### src/rtl/gemm_pkg.sv
// rtl/gemm_pkg.sv - shared tile geometry, tile type and reader FSM states
// Default widths and tile shape used by the tile reader and its buffer.
// tile_t: element [i][j] is row i, column j of an M x N tile.
// rd_state_e: IDLE (accepting commands), ISSUE (reads going out), DRAIN (waiting for last tile).
package gemm_pkg;

  localparam int ADDR_WIDTH_DEF = 16;
  localparam int DATA_WIDTH_DEF = 8;
  localparam int M_DEF          = 4;
  localparam int N_DEF          = 4;
  localparam int CNT_WIDTH_DEF  = 8;

  typedef logic [M_DEF-1:0][N_DEF-1:0][DATA_WIDTH_DEF-1:0] tile_t;

  typedef enum logic [1:0] {
    IDLE,
    ISSUE,
    DRAIN
  } rd_state_e;

endpackage

### src/rtl/tile_fifo2.sv
// rtl/tile_fifo2.sv - 2-entry first-word-fall-through tile buffer
// Ports:
//   clk, reset      clock, synchronous active-high reset
//   push, push_data write one entry (never while full)
//   pop             consume the head entry (ignored when empty)
//   pop_data        head entry, visible while !empty; zero when empty
//   full, empty     status flags
//   occupancy       number of stored entries (0..2)
module tile_fifo2 #(
  parameter int WIDTH = 8
) (
  input  logic             clk,
  input  logic             reset,
  input  logic             push,
  input  logic [WIDTH-1:0] push_data,
  input  logic             pop,
  output logic [WIDTH-1:0] pop_data,
  output logic             full,
  output logic             empty,
  output logic [1:0]       occupancy
);

  logic [WIDTH-1:0] slot_q [2];
  logic             wr_ptr_q;
  logic             rd_ptr_q;
  logic [1:0]       count_q;
  logic             do_pop;

  assign empty     = (count_q == 2'd0);
  assign full      = (count_q == 2'd2);
  assign occupancy = count_q;
  assign do_pop    = pop && !empty;
  assign pop_data  = empty ? '0 : slot_q[rd_ptr_q];

  always_ff @(posedge clk) begin
    if (reset) begin
      slot_q[0] <= '0;
      slot_q[1] <= '0;
      wr_ptr_q  <= 1'b0;
      rd_ptr_q  <= 1'b0;
      count_q   <= 2'd0;
    end else begin
      if (push) begin
        slot_q[wr_ptr_q] <= push_data;
        wr_ptr_q         <= !wr_ptr_q;
      end
      if (do_pop) begin
        rd_ptr_q <= !rd_ptr_q;
      end
      case ({push, do_pop})
        2'b10:   count_q <= count_q + 2'd1;
        2'b01:   count_q <= count_q - 2'd1;
        default: count_q <= count_q;
      endcase
    end
  end

  // The reader's credit check guarantees a push never lands on a full buffer.
  a_no_overflow: assert property (@(posedge clk) disable iff (reset) !(push && full));

endmodule

### src/rtl/sram_tile_reader.sv
// rtl/sram_tile_reader.sv - tile-burst read initiator for the tile SRAM
// Ports:
//   clk, reset                      clock, synchronous active-high reset
//   cmd_valid/cmd_ready             command handshake (ready only in IDLE)
//   cmd_base/cmd_stride/cmd_count   first tile address, address step, tile count
//   sram_grant                      arbiter allows a read this cycle
//   sram_read_enable/write_enable   SRAM strobes (write tied low)
//   sram_address/sram_data          tile address out, tile data back one cycle later
//   tile_valid/tile_ready           output tile handshake
//   tile_data/tile_last             output tile and end-of-command marker
//   done                            one-cycle completion pulse
module sram_tile_reader
  import gemm_pkg::*;
#(
  parameter int ADDR_WIDTH = ADDR_WIDTH_DEF,
  parameter int DATA_WIDTH = DATA_WIDTH_DEF,
  parameter int M          = M_DEF,
  parameter int N          = N_DEF,
  parameter int CNT_WIDTH  = CNT_WIDTH_DEF
) (
  input  logic                                 clk,
  input  logic                                 reset,
  input  logic                                 cmd_valid,
  output logic                                 cmd_ready,
  input  logic [ADDR_WIDTH-1:0]                cmd_base,
  input  logic [ADDR_WIDTH-1:0]                cmd_stride,
  input  logic [CNT_WIDTH-1:0]                 cmd_count,
  input  logic                                 sram_grant,
  output logic                                 sram_read_enable,
  output logic                                 sram_write_enable,
  output logic [ADDR_WIDTH-1:0]                sram_address,
  input  logic [M-1:0][N-1:0][DATA_WIDTH-1:0]  sram_data,
  output logic                                 tile_valid,
  input  logic                                 tile_ready,
  output logic [M-1:0][N-1:0][DATA_WIDTH-1:0]  tile_data,
  output logic                                 tile_last,
  output logic                                 done
);

  localparam int TILE_BITS = M * N * DATA_WIDTH;
  localparam int ENTRY_BITS = TILE_BITS + 1;

  rd_state_e              state_q, state_d;
  logic [ADDR_WIDTH-1:0]  addr_q;
  logic [ADDR_WIDTH-1:0]  stride_q;
  logic [CNT_WIDTH-1:0]   count_q;
  logic [CNT_WIDTH-1:0]   issued_q;
  logic                   pending_q;
  logic                   pending_last_q;
  logic                   zero_done_q;

  logic                   cmd_fire;
  logic                   pop;
  logic                   issue;
  logic                   last_issue;
  logic [2:0]             in_use;
  logic                   fifo_full;
  logic                   fifo_empty;
  logic [1:0]             fifo_occ;
  logic [ENTRY_BITS-1:0]  fifo_out;

  assign cmd_ready         = (state_q == IDLE) && !reset;
  assign cmd_fire          = cmd_valid && cmd_ready;
  assign pop               = tile_valid && tile_ready;
  assign sram_write_enable = 1'b0;
  assign sram_address      = addr_q;

  // Slots spoken for: stored tiles plus the read in flight. A pop this cycle
  // frees its slot in time for a new read, which sustains 1 tile/clk.
  assign in_use     = 3'(fifo_occ) + 3'(pending_q) - 3'(pop);
  assign issue      = (state_q == ISSUE) && sram_grant && (in_use < 3'd2);
  assign last_issue = issue && (issued_q == count_q - CNT_WIDTH'(1));

  assign sram_read_enable = issue;

  always_comb begin
    state_d = state_q;
    done    = zero_done_q;
    case (state_q)
      IDLE: begin
        if (cmd_fire && (cmd_count != '0)) state_d = ISSUE;
      end
      ISSUE: begin
        if (last_issue) state_d = DRAIN;
      end
      DRAIN: begin
        if (pop && tile_last) begin
          state_d = IDLE;
          done    = 1'b1;
        end
      end
      default: state_d = IDLE;
    endcase
  end

  always_ff @(posedge clk) begin
    if (reset) begin
      state_q        <= IDLE;
      addr_q         <= '0;
      stride_q       <= '0;
      count_q        <= '0;
      issued_q       <= '0;
      pending_q      <= 1'b0;
      pending_last_q <= 1'b0;
      zero_done_q    <= 1'b0;
    end else begin
      state_q        <= state_d;
      zero_done_q    <= cmd_fire && (cmd_count == '0);
      pending_q      <= issue;
      pending_last_q <= last_issue;
      if (cmd_fire) begin
        addr_q   <= cmd_base;
        stride_q <= cmd_stride;
        count_q  <= cmd_count;
        issued_q <= '0;
      end else if (issue) begin
        // Running sum replaces base + issued*stride; wraps naturally.
        addr_q   <= addr_q + stride_q;
        issued_q <= issued_q + CNT_WIDTH'(1);
      end
    end
  end

  tile_fifo2 #(
    .WIDTH(ENTRY_BITS)
  ) u_buf (
    .clk       (clk),
    .reset     (reset),
    .push      (pending_q),
    .push_data ({pending_last_q, sram_data}),
    .pop       (pop),
    .pop_data  (fifo_out),
    .full      (fifo_full),
    .empty     (fifo_empty),
    .occupancy (fifo_occ)
  );

  assign tile_valid = !fifo_empty;
  assign tile_last  = fifo_out[ENTRY_BITS-1];
  assign tile_data  = fifo_out[TILE_BITS-1:0];

endmodule
### config.mk
export PLATFORM = sky130hd
export DESIGN_NAME = sram_tile_reader
export DESIGN_NICKNAME = d
export VERILOG_FILES = /design/src/rtl/gemm_pkg.sv /design/src/rtl/tile_fifo2.sv /design/src/rtl/sram_tile_reader.sv
export SDC_FILE = /design/constraint.sdc
export NUM_CORES = 1
export LEC_CHECK = 0
export CAP_MARGIN = 20
export CORE_ASPECT_RATIO = 0.5
export CORE_UTILIZATION = 51
export DETAILED_ROUTE_END_ITERATION = 6
export GPL_ROUTABILITY_DRIVEN = 0
export PLACE_DENSITY = 0.8
export SLEW_MARGIN = 20
export SYNTH_ARGS = -nofsm -noshare
export SYNTH_HDL_FRONTEND = slang
export SYNTH_HIERARCHICAL = 1
export SYNTH_SLANG_ARGS = --single-unit
### constraint.sdc
create_clock -name clk -period 5.65 [get_ports clk]
set_input_delay 1.13 -clock clk [delete_from_list [all_inputs] [get_ports clk]]
set_output_delay 1.13 -clock clk [all_outputs]
set_load 0.03 [all_outputs]
==> impl_summary.log, run 1 <==
INFO  metric status = finished clean
INFO  metric drc = 0
INFO  metric cts_buffer_depth = 3
INFO  metric fin_setup_tns = 0 ns
INFO  metric arrival_time_of_the_worst_setup_path = roughly 3.7 ns
INFO  metric timing.hold.worst.class = reg2reg
INFO  metric cellLeakagePower = ~6.5 nW
INFO  metric post_cts_buffers = 0
INFO  metric worstSetupEndpointType = output pin
INFO  metric ys.warnings.count = 6
INFO  metric firstDrtPassIters = 5
INFO  metric finalCriticalPeriod = 4.78 ns
INFO  metric dpl_cell_area = ~0.018 sq mm
INFO  metric syn_inst = approximately 1400
INFO  metric worstSkewPairLatency = roughly 0.56 ns
INFO  metric grt_first_pass_wirelength = between 50000 and 60000 um
INFO  metric worstPathMaxFanout = 11
INFO  metric slew_headroom = about a third
INFO  metric powerDensity = between 200 and 300 mW/mm^2
INFO  metric cts_root_buf = sky130_fd_sc_hd__clkbuf_16
INFO  metric finClkSkew = approximately 0.017 ns
INFO  metric layout.cells.most_common_list = 417 x sky130_fd_sc_hd__nor2_1, 319 x sky130_fd_sc_hd__clkdlybuf4s50_1, 258 x sky130_fd_sc_hd__edfxtp_1
INFO  metric cp_data_required_time = roughly 4.5 ns
INFO  metric die_h = roughly 120 um
INFO  metric dieArea = between 0.02 and 0.03 sq mm
INFO  metric postRouteAntennaNets = 0
INFO  metric detailed_router_s_first_iteration_violation_count = approximately 730
INFO  metric multi_input_area = 0.00553 sq mm
INFO  metric maximum_number_of_pins_on_one_net_before_global_route_repair = 103
INFO  metric count_of_vias_placed_by_the_detailed_router = 11100
INFO  metric cts_buffers = 29
INFO  metric post-layout-total-power = between 0.005 and 0.006 W
INFO  metric htree_num_levels = 1
INFO  metric cts.clk_slew.worst_paths = around 0.060 ns
INFO  metric routed_wire_length_per_instance = ~18 um
INFO  metric postRouteWirelength = between 30000 and 40000 um
INFO  metric core.rowCount = between 40 and 50
INFO  metric antennaDiodeCount = 0
INFO  metric timing.setup.critical_path_class = in2out
INFO  metric fin_crit_sh = a little over four fifths
INFO  metric timing.final.setup_violations = 0
INFO  metric avgViaCountPerCell = between 5 and 6
INFO  metric global_route.usage.total = between 20 and 25%
INFO  metric hpwl = 24000 um
INFO  metric final_net_count = approximately 1900
INFO  metric critPathMaxStageDelay = between 0.5 and 0.6 ns
INFO  metric holdBufCountCts = 0
INFO  metric first_global_vias = 11200
INFO  metric ctsResizeCount = 0
INFO  metric timing_max_transition_violations_final = 0
INFO  metric initial_core_utilization = a little over half
INFO  metric worst_path_max_delay_cell = sky130_fd_sc_hd__fa_1
INFO  metric overflow = 0
INFO  metric pin_count = roughly 320
INFO  metric rsz0062_at_grt = false
INFO  metric synth_nets = around 1600
INFO  metric category_of_the_worst_setup_path_launch_point = primary input
INFO  metric layout.cells.non_filler = between 2000 and 2500
INFO  metric placedCellCount = around 2000
INFO  metric layout-drive-gt1-share = under 10%
INFO  metric cts_tree = yes
INFO  metric synth_area = between 0.01 and 0.015 sq mm
INFO  metric die_wd = ~240 um
INFO  metric port_buffers = 321
INFO  metric final-seq-area = slightly below 0.009 sq mm
INFO  metric final_hold_viol_count = 0
INFO  metric vdd_ir_drop_max = 0.248 mV
INFO  metric max_cap_viol_count = 0
INFO  metric timing.hold.ws = 0.461 ns
INFO  metric design_area = between 0.015 and 0.02 sq mm
INFO  metric clkSinkCount = between 300 and 400
INFO  metric worst_slew_pin_slew = ~1.0 ns
INFO  metric floorplan.core_area = 0.0282 sq mm
INFO  metric layout.cells.most_common = sky130_fd_sc_hd__nor2_1
INFO  metric max_freq = roughly 210 MHz
INFO  metric syn_avg_cell_area = 10.7 sq um
INFO  metric antenna_found_initial = 0
INFO  metric critical_path.cell_chain = clkdlybuf4s50_1 -> nor2b_1 -> ha_1 -> nand2b_1 -> fa_1 -> nand4b_1 -> or2_1 -> inv_1 -> buf_4
INFO  metric areaGrowthSynthToFinish = 28.6%
INFO  metric final.fill_count = around 2100
-- cell type report --
| type | instances | share of cell area (%) |
|---|---|---|
| multi-input combinational | 963 | 28.8 |
| inverter | 16 | 0.313 |
| clock inverter | 21 | 0.600 |
| clock buffer | 31 | 3.82 |
| sequential | 316 | 46.5 |
| timing repair buffer | 336 | 17.5 |
| tap | 382 | 2.49 |
-- sequential cells by signal (all words and copies together), names as in the netlist, named ones only --
signal,count
count_q,8
zero_done_q,1
u_buf/slot_q,258
u_buf/rd_ptr_q,1
pending_last_q,1
issued_q,8
sram_address,16
pending_q,1
u_buf/occupancy,2
state_q,2
stride_q,16
u_buf/wr_ptr_q,1
-- metal layers --
layer	vias up	global-route usage, %	share of wire (%)
met4	0	8.48	3.5
met3	94	3.89	5.1
met5	-	0	0
met1	5394	28.2	39
li1	5267	-	-
met2	388	45.5	52
-- critical path, delay by kind of cell --
family / cells / cell delay, ns
buf+inv: 3 / 0.82
fa+ha+maj: 2 / 0.79
simple gates: 4 / 0.91
-- per-stage QoR --
step           utilization (%)  worst slack, ns
3_3_place_gp              64.9            0.973
5_1_grt                   67.9            0.766
2_1_floorplan                -            0.355
6_report                  67.9            0.869
3_5_place_dp              64.9            0.947
4_1_cts                   67.9            0.916
-- power breakdown --
group	internal, W	leakage [nW]	switching [W]	total, W
clock	0.000974	0.418	0.000835	0.00181
combinational	0.000263	2.92	0.000327	0.000590
sequential	0.00262	3.15	0.0000431	0.00266
-- path summary, 6_finish.rpt --
| kind | start | endpoint | slack, ns | cells past startpoint |
|---|---|---|---|---|
| worst min register to register | stride_q[9]$_SDFFE_PP0P_ | stride_q[9]$_SDFFE_PP0P_ | 0.46 | 2 |
| worst max register to register | u_buf/occupancy[1]$_SDFFE_PP0P_ | state_q[0]$_SDFFE_PP0P_ | 1.94 | 12 |
| worst max-delay path | tile_ready | sram_read_enable | 0.87 | 9 |
| worst min-delay path | stride_q[9]$_SDFFE_PP0P_ | stride_q[9]$_SDFFE_PP0P_ | 0.46 | 2 |
No activity file was read; power rests on OpenSTA's default activity.
==> inputs of run 2 (changes only) <==
==> constraint.sdc (replaced) <==
create_clock -name clk -period 4.99 [get_ports clk]
set_input_delay 0.998 -clock clk [delete_from_list [all_inputs] [get_ports clk]]
set_output_delay 0.998 -clock clk [all_outputs]
set_load 0.03 [all_outputs]
==> run 2 against run 1 <==
First-iteration DRC count up 3.8%. Power is 21% higher. Clock power rose by 34%. Worst setup slack got worse by 0.35 ns. Clock skew up 0.0024 ns. Largest cell class unchanged.
==> impl_summary.log, run 2 (synthesized netlist as in run 1, its figures left out) <==
INFO  metric count_of_vias_placed_by_the_detailed_router = 11200 (was 11100)
INFO  metric layout-drive-gt1-share = 4.39% (was 3.86%)
INFO  metric ctsResizeCount = 0 (unchanged)
INFO  metric groute.layer.met3.usage = 3.71% (was 3.89%)
INFO  metric slew_headroom = 33.1% (was 32.3%)
INFO  metric grt_use_met1 = 28.6% (was 28.2%)
INFO  metric cp_num_buf_inv = 3 (unchanged)
INFO  metric cts_tree = yes (unchanged)
INFO  metric layout.cells.most_common_list = 417 x sky130_fd_sc_hd__nor2_1, 319 x sky130_fd_sc_hd__clkdlybuf4s50_1, 258 x sky130_fd_sc_hd__edfxtp_1 (unchanged)
INFO  metric powerDensity = 314 mW/mm^2 (was 264 mW/mm^2)
INFO  metric finClkSkew = 0.0191 ns (was 0.0166 ns)
INFO  metric avgViaCountPerCell = 5.42 (was 5.40)
INFO  metric floorplan.core_area = 0.0282 sq mm (unchanged)
INFO  metric areaGrowthSynthToFinish = 30.1% (was 28.6%)
INFO  metric registers.top_by_ff_count = u_buf/slot_q (unchanged)
INFO  metric cts_root_buf = sky130_fd_sc_hd__clkbuf_16 (unchanged)
INFO  metric die_h = 123 um (unchanged)
INFO  metric post-layout-total-power = 0.00610 W (was 0.00506 W)
INFO  metric critical_path.cell_chain = clkdlybuf4s50_1 -> nor2b_1 -> ha_1 -> nand2b_1 -> fa_1 -> nand4b_1 -> or2_1 -> inv_1 -> buf_4 (unchanged)
INFO  metric timing.setup.critical_path_class = in2out (unchanged)
INFO  metric worst_path_max_delay_cell = sky130_fd_sc_hd__fa_1 (unchanged)
INFO  metric postRouteWirelength = 37900 um (was 37500 um)
INFO  metric die_wd = 244 um (unchanged)
INFO  metric vdd_ir_drop_max = 0.266 mV (was 0.248 mV)
INFO  metric cts.clk_slew.worst_paths = 0.06 ns (about the same)
INFO  metric post_cts_buffers = 0 (unchanged)
INFO  metric initial_core_utilization = 52.8% (unchanged)
INFO  metric htree_num_levels = 1 (unchanged)
INFO  metric cp_data_required_time = 3.99 ns (was 4.52 ns)
INFO  metric final_hold_viol_count = 0 (unchanged)
INFO  metric pin_count = 323 (unchanged)
INFO  metric critPathMaxStageDelay = 0.50 ns (was 0.51 ns)
INFO  metric overflow = 0 (unchanged)
INFO  metric timing_max_transition_violations_final = 0 (unchanged)
INFO  metric firstDrtPassIters = 5 (unchanged)
INFO  metric worstPathMaxFanout = 11 (unchanged)
INFO  metric hpwl = 24000 um (about the same)
INFO  metric antenna_found_initial = 4 (was 0)
INFO  metric clkSinkCount = 316 (unchanged)
INFO  metric worst_slew_pin_slew = 1.00 ns (was 1.02 ns)
INFO  metric met2_usage = 45.4% (was 45.5%)
INFO  metric core.rowCount = 43 (unchanged)
INFO  metric grt_first_pass_wirelength = 57900 um (was 57300 um)
INFO  metric first_global_vias = 11400 (was 11200)
INFO  metric status = finished clean (unchanged)
INFO  metric timing.final.setup_violations = 0 (unchanged)
INFO  metric maximum_number_of_pins_on_one_net_before_global_route_repair = 104 (was 103)
INFO  metric detailed_router_s_first_iteration_violation_count = 756 (was 728)
INFO  metric global_route.usage.total = 24.6% (was 24.2%)
INFO  metric timing.hold.worst.class = reg2reg (unchanged)
INFO  metric max_cap_viol_count = 0 (unchanged)
INFO  metric drc = 0 (unchanged)
INFO  metric port_buffers = 321 (unchanged)
INFO  metric category_of_the_worst_setup_path_launch_point = primary input (unchanged)
INFO  metric worstSetupEndpointType = output pin (unchanged)
INFO  metric grt_most_used_layer = met2 (unchanged)
INFO  metric max_freq = between 200 and 250 MHz
INFO  metric timing.critical_path.max_delay_family = simple AND/OR/NAND/NOR gates (unchanged)
INFO  metric finalCriticalPeriod = 4.47 ns
INFO  metric dieArea = 0.0300 sq mm (unchanged)
INFO  metric final_net_count = 1858 (was 1856)
INFO  metric cellLeakagePower = 6.59 nW (was 6.49 nW)
INFO  metric largest_reg_flops = 258 (unchanged)
INFO  metric layout.cells.most_common = sky130_fd_sc_hd__nor2_1 (unchanged)
INFO  metric arrival_time_of_the_worst_setup_path = 3.47 ns (was 3.65 ns)
INFO  metric fin_setup_tns = 0 ns (unchanged)
INFO  metric postRouteAntennaNets = 0 (unchanged)
INFO  metric fin_crit_sh = approximately 90%
INFO  metric worstSkewPairLatency = 0.56 ns (about the same)
INFO  metric cts_buffers = 30 (was 29)
INFO  metric rsz0062_at_grt = false (unchanged)
INFO  metric routed_wire_length_per_instance = 18.3 um (was 18.1 um)
INFO  metric cts_buffer_depth = 3 (unchanged)
INFO  metric holdBufCountCts = 0 (unchanged)
## run 2: cell count changes in the layout (fill, tap and decap cells not counted), sizes merged
cell    change
clkinv      -7
bufinv      +5
buf         +1
inv         -1
diode       +6
clkbuf      +5
## run 2: path summary, 6_finish.rpt
kind	startpoint	endpoint	slack (ns)	depth (start not counted)
worst max-delay path	tile_ready	sram_read_enable	0.52	9
worst min-delay path	stride_q[6]$_SDFFE_PP0P_	stride_q[6]$_SDFFE_PP0P_	0.46	2
worst max register to register	u_buf/occupancy[1]$_SDFFE_PP0P_	state_q[0]$_SDFFE_PP0P_	1.30	12
worst min register to register	stride_q[6]$_SDFFE_PP0P_	stride_q[6]$_SDFFE_PP0P_	0.46	2
## run 2: where the power goes
group / internal, W / total [W] / switching [W]
Clock: 0.00144 / 0.00242 / 0.000981
Sequential: 0.00296 / 0.00301 / 0.0000486
Combinational: 0.000300 / 0.000670 / 0.000370
## run 2: through the flow
step | hold WS (ns) | instance area, sq um | util, % | setup WS, ns | std cells
2_1_floorplan | 0.440 | 14900 | - | 1.06 | 1390
3_3_place_gp | 0.450 | 18400 | 65.0 | 0.456 | 2014
3_5_place_dp | 0.453 | 18400 | 65.0 | 0.390 | 2014
4_1_cts | 0.461 | 19400 | 68.7 | 0.528 | 2068
5_1_grt | 0.485 | 19400 | 68.7 | 0.386 | 2072
6_report | 0.462 | 19400 | 68.7 | 0.521 | 2074
## run 2: cell type report
cell class / count / area, sq um
Antenna cell: 6 / 15.0
Multi-Input combinational cell: 963 / 5530
Inverter: 16 / 60.1
Timing Repair Buffer: 337 / 3380
Clock buffer: 36 / 795
Fill cell: 2100 / 8830
Tap cell: 382 / 478
Sequential cell: 316 / 8910
Clock inverter: 18 / 236
## run 2: layer usage
layer  vias to the layer above  share of wire, %  wire, um
met2                       381                51     19500
met1                      5482                39     14900
met5                         -                 0         0
li1                       5269                 -         -
met4                         0               4.6      1730
met3                       105               4.8      1830
## run 2: worst register-to-register path: cells and delay by family (launching register included)
kind | cells | cell delay [ns]
flip-flops | 1 | 0.49
AND/OR/NAND/NOR | 8 | 1.77
adder cells (fa/ha/maj) | 2 | 0.78
AO/OA/AOI/OAI | 2 | 0.51
